===== src/rtl/systolic_pkg.sv =====
// Shared constants and helpers for the systolic array edge blocks.
package systolic_pkg;

    localparam int OUT_DATA_WIDTH_DEF = 32;
    localparam int ROW_CNT_W = 16;

    function automatic int level_w(input int depth);
        return $clog2(depth + 1);
    endfunction

endpackage


===== src/rtl/sync_fifo.sv =====
// Single-clock FIFO with registered pointers and a combinational head read.
module sync_fifo
    import systolic_pkg::*;
#(
    parameter int WIDTH = 32,
    parameter int DEPTH = 8
) (
    input  logic                        clk,
    input  logic                        rstn,
    input  logic                        clear,
    input  logic                        push,
    input  logic [WIDTH-1:0]            wdata,
    input  logic                        pop,
    output logic [WIDTH-1:0]            rdata,
    output logic                        full,
    output logic                        empty,
    output logic [level_w(DEPTH)-1:0]   level
);

    localparam int LW = level_w(DEPTH);
    localparam int AW = $clog2(DEPTH);

    logic [WIDTH-1:0] mem [DEPTH];
    logic [AW-1:0]    wptr;
    logic [AW-1:0]    rptr;
    logic [LW-1:0]    cnt;
    logic             push_ok;
    logic             pop_ok;

    assign full    = (cnt == LW'(DEPTH));
    assign empty   = (cnt == '0);
    // A full FIFO still takes a write when the head leaves in the same cycle
    assign push_ok = push && (!full || pop);
    assign pop_ok  = pop && !empty;
    assign rdata   = mem[rptr];
    assign level   = cnt;

    always_ff @(posedge clk or negedge rstn) begin
        if (!rstn) begin
            wptr <= '0;
            rptr <= '0;
            cnt  <= '0;
            for (int i = 0; i < DEPTH; i++) mem[i] <= '0;
        end else if (clear) begin
            wptr <= '0;
            rptr <= '0;
            cnt  <= '0;
            for (int i = 0; i < DEPTH; i++) mem[i] <= '0;
        end else begin
            if (push_ok) begin
                mem[wptr] <= wdata;
                wptr      <= wptr + 1'b1;
            end
            if (pop_ok) rptr <= rptr + 1'b1;
            case ({push_ok, pop_ok})
                2'b10:   cnt <= cnt + 1'b1;
                2'b01:   cnt <= cnt - 1'b1;
                default: cnt <= cnt;
            endcase
        end
    end

endmodule


===== src/rtl/psum_drain.sv =====
// South-edge psum collector: de-skews bottom-row psums into aligned rows.
// Optional PSUM_DRAIN_RELU_EN clamps negative columns to zero on FIFO write.
module psum_drain
    import systolic_pkg::*;
#(
    parameter int COLS           = 4,
    parameter int OUT_DATA_WIDTH = OUT_DATA_WIDTH_DEF,
    parameter int FIFO_DEPTH     = 8
) (
    input  logic                                clk,
    input  logic                                rstn,
    input  logic                                clear,
    input  logic                                in_valid,
    input  logic [COLS*OUT_DATA_WIDTH-1:0]      in_psum,
    input  logic [ROW_CNT_W-1:0]                num_rows,
    output logic                                out_valid,
    input  logic                                out_ready,
    output logic [COLS*OUT_DATA_WIDTH-1:0]      out_data,
    output logic                                out_last,
    output logic [level_w(FIFO_DEPTH)-1:0]      fifo_level,
    output logic                                overflow
);

    localparam int W = OUT_DATA_WIDTH;

    logic [COLS*W-1:0]    aligned;
    logic [COLS*W-1:0]    wdata;
    logic                 row_valid;
    logic                 full;
    logic                 empty;
    logic                 pop;
    logic [ROW_CNT_W-1:0] row_cnt;

    // Column j lags column 0 by j cycles, so it needs COLS-1-j stages
    for (genvar j = 0; j < COLS; j++) begin : g_col
        localparam int D = COLS - 1 - j;
        if (D == 0) begin : g_pass
            assign aligned[j*W +: W] = in_psum[j*W +: W];
        end else begin : g_dly
            logic [W-1:0] sr [D];
            always_ff @(posedge clk or negedge rstn) begin
                if (!rstn) begin
                    for (int i = 0; i < D; i++) sr[i] <= '0;
                end else if (clear) begin
                    for (int i = 0; i < D; i++) sr[i] <= '0;
                end else begin
                    sr[0] <= in_psum[j*W +: W];
                    for (int i = 1; i < D; i++) sr[i] <= sr[i-1];
                end
            end
            assign aligned[j*W +: W] = sr[D-1];
        end
    end

    if (COLS == 1) begin : g_v0
        assign row_valid = in_valid;
    end else begin : g_vp
        logic [COLS-2:0] vp;
        always_ff @(posedge clk or negedge rstn) begin
            if (!rstn) begin
                vp <= '0;
            end else if (clear) begin
                vp <= '0;
            end else begin
                vp[0] <= in_valid;
                for (int i = 1; i < COLS - 1; i++) vp[i] <= vp[i-1];
            end
        end
        assign row_valid = vp[COLS-2];
    end

    always_comb begin
        wdata = aligned;
`ifdef PSUM_DRAIN_RELU_EN
        for (int j = 0; j < COLS; j++) begin
            if (aligned[j*W + W - 1]) wdata[j*W +: W] = '0;
        end
`else
`endif
    end

    sync_fifo #(
        .WIDTH (COLS*W),
        .DEPTH (FIFO_DEPTH)
    ) u_fifo (
        .clk   (clk),
        .rstn  (rstn),
        .clear (clear),
        .push  (row_valid),
        .wdata (wdata),
        .pop   (pop),
        .rdata (out_data),
        .full  (full),
        .empty (empty),
        .level (fifo_level)
    );

    assign out_valid = !empty;
    assign pop       = out_valid && out_ready;
    // num_rows of zero disables tile framing; the counter just wraps
    assign out_last  = out_valid && (num_rows != '0) &&
                       (row_cnt == num_rows - 16'd1);

    always_ff @(posedge clk or negedge rstn) begin
        if (!rstn) begin
            row_cnt <= '0;
        end else if (clear) begin
            row_cnt <= '0;
        end else if (pop) begin
            row_cnt <= out_last ? '0 : row_cnt + 16'd1;
        end
    end

    always_ff @(posedge clk or negedge rstn) begin
        if (!rstn) begin
            overflow <= 1'b0;
        end else if (clear) begin
            overflow <= 1'b0;
        end else if (row_valid && full && !pop) begin
            overflow <= 1'b1;
        end
    end

endmodule

===== config.mk =====
export PLATFORM = sky130hd
export DESIGN_NAME = psum_drain
export DESIGN_NICKNAME = d
export VERILOG_FILES = /design/src/rtl/systolic_pkg.sv /design/src/rtl/sync_fifo.sv /design/src/rtl/psum_drain.sv
export SDC_FILE = /design/constraint.sdc
export NUM_CORES = 2
export LEC_CHECK = 0
export BUFFER_PORTS_ARGS = -buffer_cell sky130_fd_sc_hd__buf_2
export CAP_MARGIN = 25
export CORE_ASPECT_RATIO = 0.75
export CORE_MARGIN = 2
export CORE_UTILIZATION = 45
export CTS_CLUSTER_SIZE = 24
export DETAILED_ROUTE_END_ITERATION = 12
export SYNTH_ARGS = -nofsm -noshare
export SYNTH_HDL_FRONTEND = slang
export SYNTH_SLANG_ARGS = --single-unit
export TNS_END_PERCENT = 50

===== constraint.sdc =====
create_clock -name clk -period 4.4 [get_ports clk]
set_clock_uncertainty 0.2 [all_clocks]
set_input_delay 0 -clock clk [delete_from_list [all_inputs] [get_ports clk]]
set_output_delay 0 -clock clk [all_outputs]
set_load 0.05 [all_outputs]

==> run summary <==
The run finished with clean final reports. The placer's final routability congestion estimate came out at 0.787. The number of standard-cell rows in the floorplan came out at 112. The area growth from synthesis to layout came out at 18.0%. The via count of the first global-routing pass came out at 43,200. Counting distinct cell types in the post-synthesis netlist gives 49. The count of TritonRoute iterations in the first routing pass is 5.

The residual DRC count came out at 0. The post-CTS resize count came out at 0. The worst hold path begins at out_ready. For this configuration, the core starts out at a cell density of 45.4%. The gate count after technology mapping came out at roughly 5,700. The TritonCTS buffer count came out at 130. The cell sitting at the root of the clock tree is a clkbuf_16. Timing would allow up to between 0.2 and 0.3 GHz. The count of synthesis-stage warnings from yosys is 0. The min-delay analysis places its worst path in the category in2reg. The multiplexer share of the synthesized area came out at 12.8%.

The clock transition time at the flip-flop clock pins of the worst setup and hold paths came out at 70 ps. The final critical path time including I/O delays and setup came out at 3540 ps. The number of routed nets with antenna violations came out at 0. The count of clock tree sinks came out at 1,246.

In the final routed layout, each cell accounts on average for around 21 um. The required time of the worst setup path is 4840 ps. The clock tree synthesis step divided the H-tree into 4 levels. The insertion delay of the later-clocked pin in the worst-skew pair came out at roughly 770 ps.

Max-cap violations in this run came to 0. After synthesis, the largest area contributor takes up 55.2% of total cell area. The via density per instance is 5.52.

The setup fix buffers added after clock tree synthesis came out at 0. The final hold violation count is 0. The total routing resource utilization after global routing is 25.7%. The wire length reported by the detailed router is 164,000 um. STA classifies the critical path endpoint as a flop.

The number of nets in the synthesized netlist is 5,853. The number of antenna violations at the first check in global routing came out at 2. TritonCTS built the clock tree.

The power density normalized to cell area came out at 386 nW/um^2. The worst slack after detailed placement came out at 1400 ps. Summing the areas of all compound-gate instances in the mapped netlist gives 9.43% of the synthesized area. The starting DRC count in detailed routing is ~4,300. The most used flip-flop cell after synthesis is dfrtp_1.

The total setup violations reported at the end of the flow is 0. The number of pins exceeding their max-slew limit in the final report came out at 0. The startpoint class of the critical path is a flop. Tracing the worst setup path back leads to its startpoint at row_cnt[14].

The number of nets in the final layout came out at 6,131. The maximum number of pins on one net before global-route repair came out at 164. The worst vdd rail ir drop is 0.326 mV. Summing every instance area after synthesis gives about 57,000 um^2. The library cell with the largest summed area after synthesis is dfrtp_1. The global-route wire length before repair is 258,000 um. The remaining global-route overflow came out at 0.

Counting flops with a built-in enable in the synthesized netlist gives 0. Sorting the synthesized cells by area gives the leading types as dfrtp_1 55%, nand2_1 14%, mux4_2 10%, a21oi_1 9.2%, clkbuf_1 2.6%. The xor and xnor area share after synthesis came out at 0.573%. The worst hold slack across all endpoints came out at 93.9 ps. The boundary pin count is around 280. For the pin with the worst max-slew slack, the measured transition is 990 ps. The worst-case headroom to the max-slew limit is 34.0%. The worst-case setup margin in the final layout came out at 862 ps. In this run the worst path has a maximum fanout of 8. In this run the standard cell core region covers 125,000 um^2. The proportion of synthesized flip-flops having asynchronous set or reset is 100%. The synthesized-area fraction occupied by and/or/nand/nor cells came out at 17.1%.

The critical path is of the reg2reg type. The sum of negative setup slack is 0 ps. The analysis attributes to cell leakage a power of ~0.028 uW.

The adder-cell area share of the yosys netlist came out at 0.190%. In this run the deepest clock path goes through 3 buffers. The die is 413 um wide.

The vertical die dimension is 311 um. The overall via count from detail_route came out at ~43,000. In this run the tool buffered the top-level ports with 283 buffer cells.

The die covers 128,000 um^2. The arrival time of data at the critical path endpoint is slightly below 4000 ps. For this run, the register share of the synthesized area comes to 55.2%.

The largest family of logic cells by synthesized area is simple AND/OR/NAND/NOR gates. Synthesis inferred roughly 1,200 register bits. The number of antenna diodes in the final layout is 0. The fraction of layout instances using a drive strength above 1 is 16.3%.

The number of buffers inserted by hold repair at cts is about 340. The ratio of final minimum period to clock period came out at 80.4%. The half-perimeter wire length of the detailed placement result came out at 85,000 um.

The worst register-to-register path begins at row_cnt[14]. Setup repair after global routing left no endpoint under its margin. The synthesized area divided by synthesized cell count came out at 9.92 um^2.
-- cells by family after synthesis --
group,Yosys count
adder cells (fa/ha/maj),8
buffers and inverters,577
XOR/XNOR,37
AND/OR/NAND/NOR,2384
multiplexers,389
AO/OA/AOI/OAI,1055
flip-flops,1246
-- synthesized netlist by cell type (all sizes together) (6+ instances only) --
library cell     n
ha               7
nor4             6
mux4           256
xor2            14
nand4            9
nor3            12
xnor2           23
nand2         2074
nand3           10
dfrtp         1246
nor2            39
mux2           129
o21ai            8
and3             8
clkbuf         407
a21oi         1034
buf            166
nor2b          196
-- path summary, 6_finish.rpt --
kind / slack [ps] / end / depth (start not counted)
setup / recovery: 860 / row_cnt[9] / 9
hold / removal: 90 / overflow / 6
setup reg to reg: 860 / row_cnt[9] / 9
hold reg to reg: 250 / g_col[0].g_dly.sr[51] / 1
max in group asynchronous: 2740 / u_fifo.mem[279] / 4
min in group asynchronous: 360 / u_fifo.mem[760] / 4
-- through the flow --
stage | total power [uW] | utilization, % | std cells | instance area [um^2]
2_1_floorplan | 13400 | - | 5696 | 56500
3_3_place_gp | 14300 | 47.2 | 7152 | 58800
3_5_place_dp | 14300 | 47.2 | 7152 | 58800
4_1_cts | 26000 | 53.5 | 7721 | 66700
5_1_grt | 26700 | 53.5 | 7721 | 66700
6_report | 25700 | 53.5 | 7721 | 66700
-- critical path: stages (launching register included) --
cell and delay (ps):
dfrtp_1 420, xnor2_1 180, a22oi_1 230, or3_1 140, nand4_1 80, dlygate4sd3_1 560, or4b_1 580, dlygate4sd3_1 670
o21bai_4 250, nor2_1 80
-- metal layers --
| layer | GRT usage (%) | wire (um) | part of all wire (%) |
|---|---|---|---|
| met5 | 0 | 13 | 0.0079 |
| met4 | 7.92 | 4360 | 2.7 |
| met3 | 4.35 | 10500 | 6.4 |
| met2 | 40.5 | 78000 | 47 |
| met1 | 36.5 | 71500 | 43 |
-- report_power, final --
group | switching [uW] | internal (uW) | total, uW
Clock | 4730 | 6760 | 11500
Combinational | 1510 | 979 | 2490
Sequential | 184 | 11600 | 11800
-- layout make-up --
class / count / area [um^2]
clock inverters: 37 / 537
flip-flops and latches: 1246 / 31200
multi-input cells: 3873 / 22800
inverters: 4 / 15.0
well taps: 1653 / 2070
fillers: 10900 / 57900
repair buffers: 719 / 6190
clock buffers: 189 / 3900
-- state kept, by name, summed over array words and instances, names as in the netlist --
register and count:
u_fifo.level 4, u_fifo.rptr 3, row_cnt 16, overflow 1, u_fifo.mem 1024, g_col.g_dly.sr 128
g_vp.vp 3, aligned 64, u_fifo.wptr 3
-- placed cells by master (no fill, tap or decap), types with 5 or more instances in the layout --
cell           Yosys  final
buf_12             0     49
clkbuf_1         399     21
dfrtp_1         1246   1243
clkbuf_8           0     34
buf_4            120     45
nand3_1           10      8
nand4_1            9      9
clkbuf_16          0    134
xnor2_1           23     23
bufinv_16          0     10
nor2_1            39     38
nor3_1            12     10
inv_6              0      5
o21ai_1            7      7
nand3b_1           5      5
dlygate4sd3_1      0    342
buf_2             13    281
mux4_2           256    256
clkinv_2           0     12
mux2_2           129    129
clkinv_8           0      5
nor2b_1          196    196
nand2_1         2074   2073
xor2_1            14     14
ha_1               7      7
a21oi_1         1034   1034
and3_1             8      6
Power figures use the tool's default switching activity.
